$ cat src/rtl/xosera_bus_ctrl_if.sv
// xosera_bus_ctrl_if
//  Bundles the m68k bus pin signals (after SB_IO) and the register-file
//  access signals handled by xosera_bus_ctrl. The slave modport is the
//  controller's view and the master modport is the surrounding
//  environment's view (pads plus register file).
//  Signal names keep the controller-relative _i/_o suffixes on both modports.
interface xosera_bus_ctrl_if;
    // bus pin side
    logic        bus_cs_n_i;
    logic        bus_rd_nwr_i;
    logic        bus_bytesel_i;
    logic [3:0]  bus_reg_num_i;
    logic [7:0]  bus_data_i;
    logic [7:0]  bus_data_o;
    // register write side
    logic        reg_wr_o;
    logic [3:0]  reg_wr_num_o;
    logic [15:0] reg_wr_data_o;
    // register read side (level request, one-clock ack)
    logic        reg_rd_o;
    logic [3:0]  reg_rd_num_o;
    logic        reg_rd_ack_i;
    logic [15:0] reg_rd_data_i;
    // status / debug
    logic        busy_o;
    logic [2:0]  dbg_state_o;

    modport slave (
        input  bus_cs_n_i,
        input  bus_rd_nwr_i,
        input  bus_bytesel_i,
        input  bus_reg_num_i,
        input  bus_data_i,
        output bus_data_o,
        output reg_wr_o,
        output reg_wr_num_o,
        output reg_wr_data_o,
        output reg_rd_o,
        output reg_rd_num_o,
        input  reg_rd_ack_i,
        input  reg_rd_data_i,
        output busy_o,
        output dbg_state_o
    );

    modport master (
        output bus_cs_n_i,
        output bus_rd_nwr_i,
        output bus_bytesel_i,
        output bus_reg_num_i,
        output bus_data_i,
        input  bus_data_o,
        input  reg_wr_o,
        input  reg_wr_num_o,
        input  reg_wr_data_o,
        input  reg_rd_o,
        input  reg_rd_num_o,
        output reg_rd_ack_i,
        output reg_rd_data_i,
        input  busy_o,
        input  dbg_state_o
    );
endinterface

$ cat src/rtl/xosera_bus_ctrl.sv
// xosera_bus_ctrl
//  Turns asynchronous m68k 8-bit bus cycles into single-clock register
//  accesses for xosera_main. CS is synchronized; the remaining bus inputs
//  are sampled once, after a settle delay, while they are known stable.
//  Even-byte writes are held and merged with the following odd-byte write
//  into one 16-bit write strobe. Reads use a level req/ack handshake and
//  the returned byte is held on bus_data_o for the pad driver.
//
//  Optional feature macro: XOSERA_BUS_DEGLITCH_EN
//   defined   - a select needs synced CS low for two consecutive clocks
//               in IDLE (single-clock low pulses are ignored, +1 clock
//               of latency).
//   undefined - a single synced falling edge of CS starts the cycle.
//
//  Read handshake: reg_rd_o rises together with a stable reg_rd_num_o and
//  stays high (never retracted) until a clock where reg_rd_ack_i=1; that
//  clock reg_rd_data_i is valid and reg_rd_o drops on the following edge.
//  An ack while no request is pending is ignored.
module xosera_bus_ctrl #(
    parameter int SYNC_STAGES   = 2,   // 2..3
    parameter int SETTLE_CYCLES = 2    // 1..7
) (
    input  logic            clk,
    input  logic            reset_i,
    xosera_bus_ctrl_if.slave bus
);

    typedef enum logic [2:0] {
        ST_IDLE     = 3'd0,
        ST_SETTLE   = 3'd1,
        ST_WRITE    = 3'd2,
        ST_READ_REQ = 3'd3,
        ST_RELEASE  = 3'd4
    } state_t;

    localparam logic [2:0] SETTLE_INIT = 3'(SETTLE_CYCLES - 1);

    // CS synchronizer, preset to deselected
    logic [SYNC_STAGES-1:0] cs_sync_q;
    logic [SYNC_STAGES-1:0] cs_sync_d;
    // marks synchronizer stages that hold a real pin sample (not the preset)
    logic [SYNC_STAGES-1:0] sync_vld_q;
    logic [SYNC_STAGES-1:0] sync_vld_d;
    // previous synced CS was a real, deselected (high) sample
    logic                   cs_prev_hi_q;
    logic                   cs_prev_hi_d;

    logic                   cs_sync;
    logic                   cs_fall;

    state_t                 state_q;
    logic [2:0]             settle_cnt_q;
    logic                   smp_bytesel_q;
    logic [7:0]             hold_q;
`ifdef XOSERA_BUS_DEGLITCH_EN
    logic                   fall_pend_q;
`endif

    logic                   busy_q;
    logic [7:0]             bus_data_q;
    logic                   reg_wr_q;
    logic [3:0]             reg_wr_num_q;
    logic [15:0]            reg_wr_data_q;
    logic                   reg_rd_q;
    logic [3:0]             reg_rd_num_q;

    assign cs_sync_d    = {cs_sync_q[SYNC_STAGES-2:0], bus.bus_cs_n_i};
    assign sync_vld_d   = {sync_vld_q[SYNC_STAGES-2:0], 1'b1};
    assign cs_sync      = cs_sync_q[SYNC_STAGES-1];
    // a high sample left over from the reset preset never counts, so a CS
    // held low across reset release produces no falling edge
    assign cs_prev_hi_d = sync_vld_q[SYNC_STAGES-1] & cs_sync;
    assign cs_fall      = cs_prev_hi_q & ~cs_sync;

    // synchronize bus_cs_n_i and track the previous synced level
    always_ff @(posedge clk) begin
        if (reset_i) begin
            cs_sync_q    <= '1;
            sync_vld_q   <= '0;
            cs_prev_hi_q <= 1'b0;
        end else begin
            cs_sync_q    <= cs_sync_d;
            sync_vld_q   <= sync_vld_d;
            cs_prev_hi_q <= cs_prev_hi_d;
        end
    end

    // bus cycle sequencer: all outputs registered here
    always_ff @(posedge clk) begin
        if (reset_i) begin
            state_q       <= ST_IDLE;
            settle_cnt_q  <= 3'd0;
            smp_bytesel_q <= 1'b0;
            hold_q        <= 8'h00;
`ifdef XOSERA_BUS_DEGLITCH_EN
            fall_pend_q   <= 1'b0;
`endif
            busy_q        <= 1'b0;
            bus_data_q    <= 8'h00;
            reg_wr_q      <= 1'b0;
            reg_wr_num_q  <= 4'h0;
            reg_wr_data_q <= 16'h0000;
            reg_rd_q      <= 1'b0;
            reg_rd_num_q  <= 4'h0;
        end else begin
            // write strobe is a single-clock pulse unless re-armed below
            reg_wr_q <= 1'b0;

            case (state_q)
                ST_IDLE: begin
`ifdef XOSERA_BUS_DEGLITCH_EN
                    // falling edge arms, a second low clock confirms
                    if (fall_pend_q) begin
                        fall_pend_q <= 1'b0;
                        if (!cs_sync) begin
                            state_q      <= ST_SETTLE;
                            busy_q       <= 1'b1;
                            settle_cnt_q <= SETTLE_INIT;
                        end
                    end else if (cs_fall) begin
                        fall_pend_q <= 1'b1;
                    end
`else
                    if (cs_fall) begin
                        state_q      <= ST_SETTLE;
                        busy_q       <= 1'b1;
                        settle_cnt_q <= SETTLE_INIT;
                    end
`endif
                end

                ST_SETTLE: begin
                    // bus inputs are stable by the end of the settle time,
                    // so they are sampled directly without synchronizers
                    if (settle_cnt_q == 3'd0) begin
                        smp_bytesel_q <= bus.bus_bytesel_i;
                        if (bus.bus_rd_nwr_i) begin
                            state_q      <= ST_READ_REQ;
                            reg_rd_q     <= 1'b1;
                            reg_rd_num_q <= bus.bus_reg_num_i;
                        end else begin
                            // the WRITE state is the clock the strobe is high
                            state_q <= ST_WRITE;
                            if (bus.bus_bytesel_i) begin
                                reg_wr_q      <= 1'b1;
                                reg_wr_num_q  <= bus.bus_reg_num_i;
                                reg_wr_data_q <= {hold_q, bus.bus_data_i};
                            end else begin
                                hold_q <= bus.bus_data_i;
                            end
                        end
                    end else begin
                        settle_cnt_q <= settle_cnt_q - 3'd1;
                    end
                end

                ST_WRITE: begin
                    state_q <= ST_RELEASE;
                end

                ST_READ_REQ: begin
                    if (bus.reg_rd_ack_i) begin
                        reg_rd_q <= 1'b0;
                        state_q  <= ST_RELEASE;
                        // host already gave up the cycle: drop the data
                        if (!cs_sync) begin
                            bus_data_q <= smp_bytesel_q ? bus.reg_rd_data_i[7:0]
                                                        : bus.reg_rd_data_i[15:8];
                        end
                    end
                end

                ST_RELEASE: begin
                    // one bus cycle gives at most one register access
                    if (cs_sync) begin
                        state_q <= ST_IDLE;
                        busy_q  <= 1'b0;
                    end
                end

                default: begin
                    state_q <= ST_IDLE;
                    busy_q  <= 1'b0;
                end
            endcase
        end
    end

    assign bus.bus_data_o    = bus_data_q;
    assign bus.reg_wr_o      = reg_wr_q;
    assign bus.reg_wr_num_o  = reg_wr_num_q;
    assign bus.reg_wr_data_o = reg_wr_data_q;
    assign bus.reg_rd_o      = reg_rd_q;
    assign bus.reg_rd_num_o  = reg_rd_num_q;
    assign bus.busy_o        = busy_q;
    assign bus.dbg_state_o   = state_q;

endmodule

$ cat src/flat_wrapper.sv
// flat-port wrapper written by rule: the top's interface ports become plain ports
module xosera_bus_ctrl_flat 
#(
    parameter int SYNC_STAGES   = 2,          
    parameter int SETTLE_CYCLES = 2           
)
  (clk, reset_i, bus_bus_cs_n_i, bus_bus_rd_nwr_i, bus_bus_bytesel_i, bus_bus_reg_num_i, bus_bus_data_i, bus_bus_data_o, bus_reg_wr_o, bus_reg_wr_num_o, bus_reg_wr_data_o, bus_reg_rd_o, bus_reg_rd_num_o, bus_reg_rd_ack_i, bus_reg_rd_data_i, bus_busy_o, bus_dbg_state_o);
  xosera_bus_ctrl_if bus_i ();
  input  logic clk;
  input  logic reset_i;
  input wire logic [$bits(bus_i.bus_cs_n_i)-1:0] bus_bus_cs_n_i;
  input wire logic [$bits(bus_i.bus_rd_nwr_i)-1:0] bus_bus_rd_nwr_i;
  input wire logic [$bits(bus_i.bus_bytesel_i)-1:0] bus_bus_bytesel_i;
  input wire logic [$bits(bus_i.bus_reg_num_i)-1:0] bus_bus_reg_num_i;
  input wire logic [$bits(bus_i.bus_data_i)-1:0] bus_bus_data_i;
  output wire logic [$bits(bus_i.bus_data_o)-1:0] bus_bus_data_o;
  output wire logic [$bits(bus_i.reg_wr_o)-1:0] bus_reg_wr_o;
  output wire logic [$bits(bus_i.reg_wr_num_o)-1:0] bus_reg_wr_num_o;
  output wire logic [$bits(bus_i.reg_wr_data_o)-1:0] bus_reg_wr_data_o;
  output wire logic [$bits(bus_i.reg_rd_o)-1:0] bus_reg_rd_o;
  output wire logic [$bits(bus_i.reg_rd_num_o)-1:0] bus_reg_rd_num_o;
  input wire logic [$bits(bus_i.reg_rd_ack_i)-1:0] bus_reg_rd_ack_i;
  input wire logic [$bits(bus_i.reg_rd_data_i)-1:0] bus_reg_rd_data_i;
  output wire logic [$bits(bus_i.busy_o)-1:0] bus_busy_o;
  output wire logic [$bits(bus_i.dbg_state_o)-1:0] bus_dbg_state_o;
  assign bus_i.bus_cs_n_i = bus_bus_cs_n_i;
  assign bus_i.bus_rd_nwr_i = bus_bus_rd_nwr_i;
  assign bus_i.bus_bytesel_i = bus_bus_bytesel_i;
  assign bus_i.bus_reg_num_i = bus_bus_reg_num_i;
  assign bus_i.bus_data_i = bus_bus_data_i;
  assign bus_bus_data_o = bus_i.bus_data_o;
  assign bus_reg_wr_o = bus_i.reg_wr_o;
  assign bus_reg_wr_num_o = bus_i.reg_wr_num_o;
  assign bus_reg_wr_data_o = bus_i.reg_wr_data_o;
  assign bus_reg_rd_o = bus_i.reg_rd_o;
  assign bus_reg_rd_num_o = bus_i.reg_rd_num_o;
  assign bus_i.reg_rd_ack_i = bus_reg_rd_ack_i;
  assign bus_i.reg_rd_data_i = bus_reg_rd_data_i;
  assign bus_busy_o = bus_i.busy_o;
  assign bus_dbg_state_o = bus_i.dbg_state_o;
  xosera_bus_ctrl #(.SYNC_STAGES(SYNC_STAGES), .SETTLE_CYCLES(SETTLE_CYCLES)) u_core (.clk(clk), .reset_i(reset_i), .bus(bus_i));
endmodule
$ cat config.mk
export PLATFORM = sky130hd
export DESIGN_NAME = xosera_bus_ctrl_flat
export DESIGN_NICKNAME = d
export VERILOG_FILES = /design/src/rtl/xosera_bus_ctrl_if.sv /design/src/rtl/xosera_bus_ctrl.sv /design/src/flat_wrapper.sv
export SDC_FILE = /design/constraint.sdc
export NUM_CORES = 1
export LEC_CHECK = 0
export CAP_MARGIN = 40
export CORE_MARGIN = 3
export CORE_UTILIZATION = 30
export CTS_CLUSTER_DIAMETER = 60
export DETAILED_ROUTE_END_ITERATION = 8
export PLACE_DENSITY = 0.57
export SLEW_MARGIN = 15
export SYNTH_ARGS = -nofsm -noshare
export SYNTH_HDL_FRONTEND = slang
export SYNTH_SLANG_ARGS = --single-unit
$ cat constraint.sdc
create_clock -name clk -period 1.55 [get_ports clk]
set_input_delay 0.31 -clock clk [delete_from_list [all_inputs] [get_ports clk]]
set_output_delay 0.31 -clock clk [all_outputs]
set_load 0.05 [all_outputs]
==> results.yml, run 1 <==
worst_setup_path:
  critPathMaxFanout: 9
  crit_path_top_delay_cell: "dfxtp_2"
  worstPathArrival_ns: 1.69
  cp.required_ns: 1.75
  critPathTopFamily: "flip-flops"
  start_kind: "flip-flop"
  endpoint_kind: "flip-flop"
  crit_buf_inv: 1
  critPathKind: "reg2reg"
  critPathMaxStageDelay_ns: 0.40
  crit_chain: "buf_4, nor2_2, o211ai_1, mux2_1"
die:
  fp.coreArea_sq_um: 7410
  die_h_um: 94.2
  top_level_ports: 72
  start_util: 0.315
  die_area_sq_um: 8880
  fp.dieW_um: 94.2
  rows: 31
cts:
  cts-root-buf: "clkbuf_8"
  clockBufferDepth: 2
  postCtsSetupRepairBufs: 0
  clkSinkCount: 55
  clkTransAtPathRegs_ns: 0.09
  tritoncts: "done"
  clkLatencyLatePin_ns: 0.30
  cts-htree-levels: 2
  numCtsBuffers: 5
sta:
  finalCritPeriodShare: 0.962
  max_freq_ghz: 0.670
  relSlewSlack: 0.746
  slew_viol_final: 0
  hold_viol_final: 0
  finalSetupTns_ns: 0
  setup_viol: 0
  rsz0062_at_grt: "yes"
  fin_worst_skew_ns: 0.00284
  tightest_slew_ns: 0.381
  min_period_ns: 1.49
synth:
  syn_nets: 298
  ys.flop_type: "dfxtp_1"
  synth_edf_count: 0
  seq_area_frac_synth: 0.471
  syn_inst: 262
  yosys_warnings: 0
  synth.distinct_cells: 41
  syn_area_sq_um: 2340
  syn_area_per_cell_sq_um: 8.92
  async_flop_share: 0
  ys_ff_latch: 55
power_and_ir_drop:
  p_per_area_nw_per_um2: 778
  p_total_mw: 2.75
  p_leak_nw: 1.28
  peakVddDrop_v: 0.000354
global_route:
  overflow: 0
  grt_usage: 0.143
  grt_pass1_wl_um: 10200
  busiest_layer: "met2"
  use_met3: 0.0264
  grt_start_max_net_pins: 30
  grt_use_met1: 0.193
  antenna_found_initial: 0
  grt_util_met2: 0.228
  grt_pass1_vias: 2104
layout:
  nets: 375
  fill_cells: 714
  utilization: 0.477
  antenna_cells: 0
  drive_above_1_share: 0.251
  area_delta_synth_final_pct: 51.2
worst_hold_path:
  hp-class: "in2reg"
run:
  drv_cap: 0
drt:
  drtPass1Iterations: 5
  wl_um: 6440
  ant_nets: 0
  vias: 2250
  viasPerCell: 5.14
  drcViolationCount: 0
  wl_per_cell_um: 14.7
  drt_iter0_markers: 138
placed_design:
  dpl.hpwl_um: 4460
  portBuffers: 71
  place.gp.congestion: 0.789
run_status:
  outcome: "finished, final reports clean"
## synthesized netlist by cell type (all sizes together) (2+ instances only)
library cell / count / share of area
clkbuf: 11 / 0.018
a31o: 5 / 0.019
or3b: 2 / 0.0075
or3: 8 / 0.021
nor2: 3 / 0.0059
a311oi: 4 / 0.015
nand3: 30 / 0.064
o211ai: 2 / 0.0064
nor4: 2 / 0.012
o21ai: 37 / 0.079
nor2b: 2 / 0.0054
dfxtp: 55 / 0.47
nor3: 3 / 0.0064
nand2: 2 / 0.0032
buf: 15 / 0.036
o31ai: 3 / 0.0096
ha: 2 / 0.011
mux2i: 9 / 0.039
and3: 2 / 0.0054
or2: 2 / 0.0054
inv: 9 / 0.014
a21oi: 40 / 0.086
nand2b: 2 / 0.0054
## area by class of cell
type | count | area, sq um | area share
multi-input combinational | 174 | 1130 | 0.321
sequential | 55 | 1100 | 0.313
timing repair buffer | 94 | 1030 | 0.293
tap | 99 | 124 | 0.0351
clock buffer | 6 | 72.6 | 0.0206
inverter | 9 | 33.8 | 0.00957
clock inverter | 1 | 30.0 | 0.00850
## layer usage
layer	share of wire	vias up	wire [um]
li1	-	1113	-
met1	0.47	1065	3000
met2	0.47	66	3020
met3	0.053	6	341
met4	0.013	0	81
met5	0	-	0
## timing repair
item,CTS,global route
hold buffers,0,0
endpoints found under the setup margin,1,34
endpoints found under the hold margin,0,0
cloned,0,2
resized for setup,1,10
## worst register-to-register path, stage by stage, from the launching register on
cell and delay [ns]:
dfxtp_2 0.40, buf_4 0.19, nor2_2 0.27, o211ai_1 0.19, mux2_1 0.33
## flip-flops by register name, indices dropped and copies added (netlist names)
register,cells
u_core.hold_q,8
u_core.sync_vld_q,2
u_core.settle_cnt_q,3
u_core.cs_sync_q,2
u_core.bus.reg_wr_data_o,16
u_core.bus.dbg_state_o,3
u_core.bus.reg_wr_num_o,4
u_core.bus.reg_rd_o,1
u_core.bus.bus_data_o,8
u_core.bus.busy_o,1
u_core.smp_bytesel_q,1
u_core.cs_prev_hi_q,1
u_core.bus.reg_rd_num_o,4
u_core.bus.reg_wr_o,1
## layout by cell type (no fill, tap or decap), types with 2 or more instances in the layout
cell type	n
inv_1	8
nand2_1	2
or3b_1	2
dfxtp_1	52
clkbuf_8	5
nor2b_1	2
buf_4	40
a31o_1	5
or3_1	8
buf_12	19
buf_6	2
a311oi_1	3
dlymetal6s2s_1	2
clkdlybuf4s50_1	30
nand2b_1	2
o211ai_1	2
or2_1	2
a21oi_1	40
nor2_1	2
and3_1	2
dfxtp_2	3
mux2i_1	9
o21ai_1	35
o31ai_1	3
nand3_1	30
or4b_4	3
nor3_1	3
## where the power goes
part | leakage [nW] | internal, mW | switching, mW
clock | 0.0513 | 0.474 | 0.446
sequential | 0.446 | 1.43 | 0.0178
combinational | 0.785 | 0.184 | 0.194
## per-stage QoR
step,cells,cell area [sq um],hold WS (ns),setup slack (ns)
final,438,3530,0.403,0.0583
after global routing,438,3530,0.420,-0.0218
after CTS,436,3470,0.389,0.00345
after detailed placement,429,3370,0.391,-0.304
after global placement,429,3370,0.390,-0.314
after floorplan,262,2340,0.383,-0.00173
## kinds of logic after synthesis
group | share of synthesized area
muxes | 0.0434
DFF | 0.471
AOI/OAI and AO/OA | 0.233
buffers and inverters | 0.0680
and+or+nand+nor | 0.174
adders and majority gates | 0.0107
## path summary, 6_finish.rpt
check                             from                endpoint  slack (ns)  depth (start not counted)
max          u_core.bus.dbg_state_o[2]  u_core.settle_cnt_q[1]        0.06                          4
min                            reset_i    u_core.sync_vld_q[1]        0.40                          2
max reg2reg  u_core.bus.dbg_state_o[2]  u_core.settle_cnt_q[1]        0.06                          4
min reg2reg        u_core.cs_sync_q[0]     u_core.cs_sync_q[1]        0.41                          1
Power figures use the tool's default switching activity.
==> run 2, diff against run 1 <==
- HOLD_SLACK_MARGIN: unset -> 0.05
- SKIP_LAST_GASP: unset -> 1
- clock period: 1.55 -> 1.9 ns (I/O delays scaled with it)
==> results.yml, run 2 (synthesis results as in run 1) <==
run_status:
  outcome: "finished, final reports clean"
cts:
  cts-htree-levels: 2
  clockBufferDepth: 2
  tritoncts: "done"
  cts-root-buf: "clkbuf_8"
  postCtsSetupRepairBufs: 0
  clkLatencyLatePin_ns: 0.30
  clkTransAtPathRegs_ns: 0.09
  cts_hold_buf: 0
  cts_resized: 0
  clkSinkCount: 55
  numCtsBuffers: 5
die:
  start_util: 0.315
  die_area_sq_um: 8880
  die_h_um: 94.2
  fp.coreArea_sq_um: 7410
  rows: 31
  top_level_ports: 72
  fp.dieW_um: 94.2
worst_setup_path:
  critPathMaxFanout: 2
  critPathMaxStageDelay_ns: 0.81
  critPathKind: "reg2out"
  startpoint: "u_core.bus.reg_rd_num_o[0]"
  cp.required_ns: 1.52
  worstPathArrival_ns: 1.46
  crit_buf_inv: 1
  endpoint_kind: "output pin"
  start_kind: "flip-flop"
  crit_chain: "clkdlybuf4s50_1"
  crit_path_top_delay_cell: "clkdlybuf4s50_1"
  critPathTopFamily: "buffers and inverters"
  reg2reg_from: "u_core.bus.dbg_state_o[1]"
global_route:
  antenna_found_initial: 0
  grt_pass1_wl_um: 10100
  overflow: 0
  grt_usage: 0.141
  grt_start_max_net_pins: 31
  grt_pass1_vias: 2062
drt:
  drtPass1Iterations: 4
  wl_per_cell_um: 14.6
  drcViolationCount: 0
  vias: 2179
  viasPerCell: 5.08
  met1_length_um: 3000
  routed.top_layer: "met4"
  wl_um: 6250
  ant_nets: 0
  met3_length_um: 327
  drt_iter0_markers: 126
  met2_length_um: 2870
sta:
  setup_viol: 0
  max_freq_ghz: 0.543
  min_period_ns: 1.84
  fin_worst_skew_ns: 0.00652
  slew_viol_final: 0
  finalCritPeriodShare: 0.970
  relSlewSlack: 0.642
  worst_hold_slack_ns: 0.424
  rsz0062_at_grt: "no"
  tightest_slew_ns: 0.536
  hold_viol_final: 0
layout:
  final_common_cell: "clkdlybuf4s50_1"
  mostFrequentLayoutCells: "60 x clkdlybuf4s50_1, 55 x dfxtp_1, 40 x a21oi_1, 36 x o21ai_1, 30 x nand3_1"
  area_delta_synth_final_pct: 41.6
  fin_cells: 429
  antenna_cells: 0
  largest_reg_flops: 16
  drive_above_1_share: 0.121
  nets: 365
worst_hold_path:
  min-delay-start: "u_core.cs_sync_q[0]"
  hp-class: "reg2reg"
placed_design:
  dpl.hpwl_um: 4460
  portBuffers: 71
  place.gp.congestion: 0.773
  dp.cells: 421
power_and_ir_drop:
  p_per_area_nw_per_um2: 710
  p_leak_nw: 1.12
  p_total_mw: 2.35
  peakVddDrop_v: 0.000510
run:
  drv_cap: 0
run 2: cell count changes in the layout (fill, tap and decap cells not counted), sizes merged:
cell,previous run,this run
dlymetal6s2s,2,0
bufinv,1,2
buf,62,26
or4b,3,1
clkdlybuf4s50,30,60
run 2: through the flow:
| stage | utilization | TNS [ns] | area (sq um) | worst slack (ns) |
|---|---|---|---|---|
| 6_report | 0.446 | 0 | 3310 | 0.0569 |
| 5_1_grt | 0.446 | 0 | 3310 | 0.00189 |
| 4_1_cts | 0.446 | 0 | 3310 | 0.0366 |
| 3_5_place_dp | 0.428 | -0.910 | 3170 | -0.0629 |
| 3_3_place_gp | 0.428 | -0.849 | 3170 | -0.0389 |
| 2_1_floorplan | - | 0 | 2340 | 0.158 |
run 2: final timing paths:
kind / slack, ns / endpoint / cells after the start
setup / recovery: 0.06 / bus_reg_rd_num_o[0] / 1
hold / removal: 0.42 / u_core.cs_sync_q[1] / 1
setup reg to reg: 0.20 / u_core.bus.bus_data_o[1] / 3
hold reg to reg: 0.42 / u_core.cs_sync_q[1] / 1
run 2: final cells by class:
type / count / area, sq um
fillers: 703 / 4100
flip-flops and latches: 55 / 1100
multi-input cells: 172 / 1080
repair buffers: 86 / 831
well taps: 99 / 124
clock buffers: 6 / 72.6
clock inverters: 2 / 60.1
inverters: 9 / 33.8
run 2: where the power goes:
part           total [mW]  internal (mW)  switching, mW
sequential           1.18           1.17         0.0159
combinational       0.272          0.124          0.148
clock               0.893          0.527          0.366
run 2: routing by layer:
metal,vias up,track usage
met3,5,0.0280
li1,1093,-
met5,-,0
met2,46,0.219
met1,1035,0.199
met4,0,0.0325
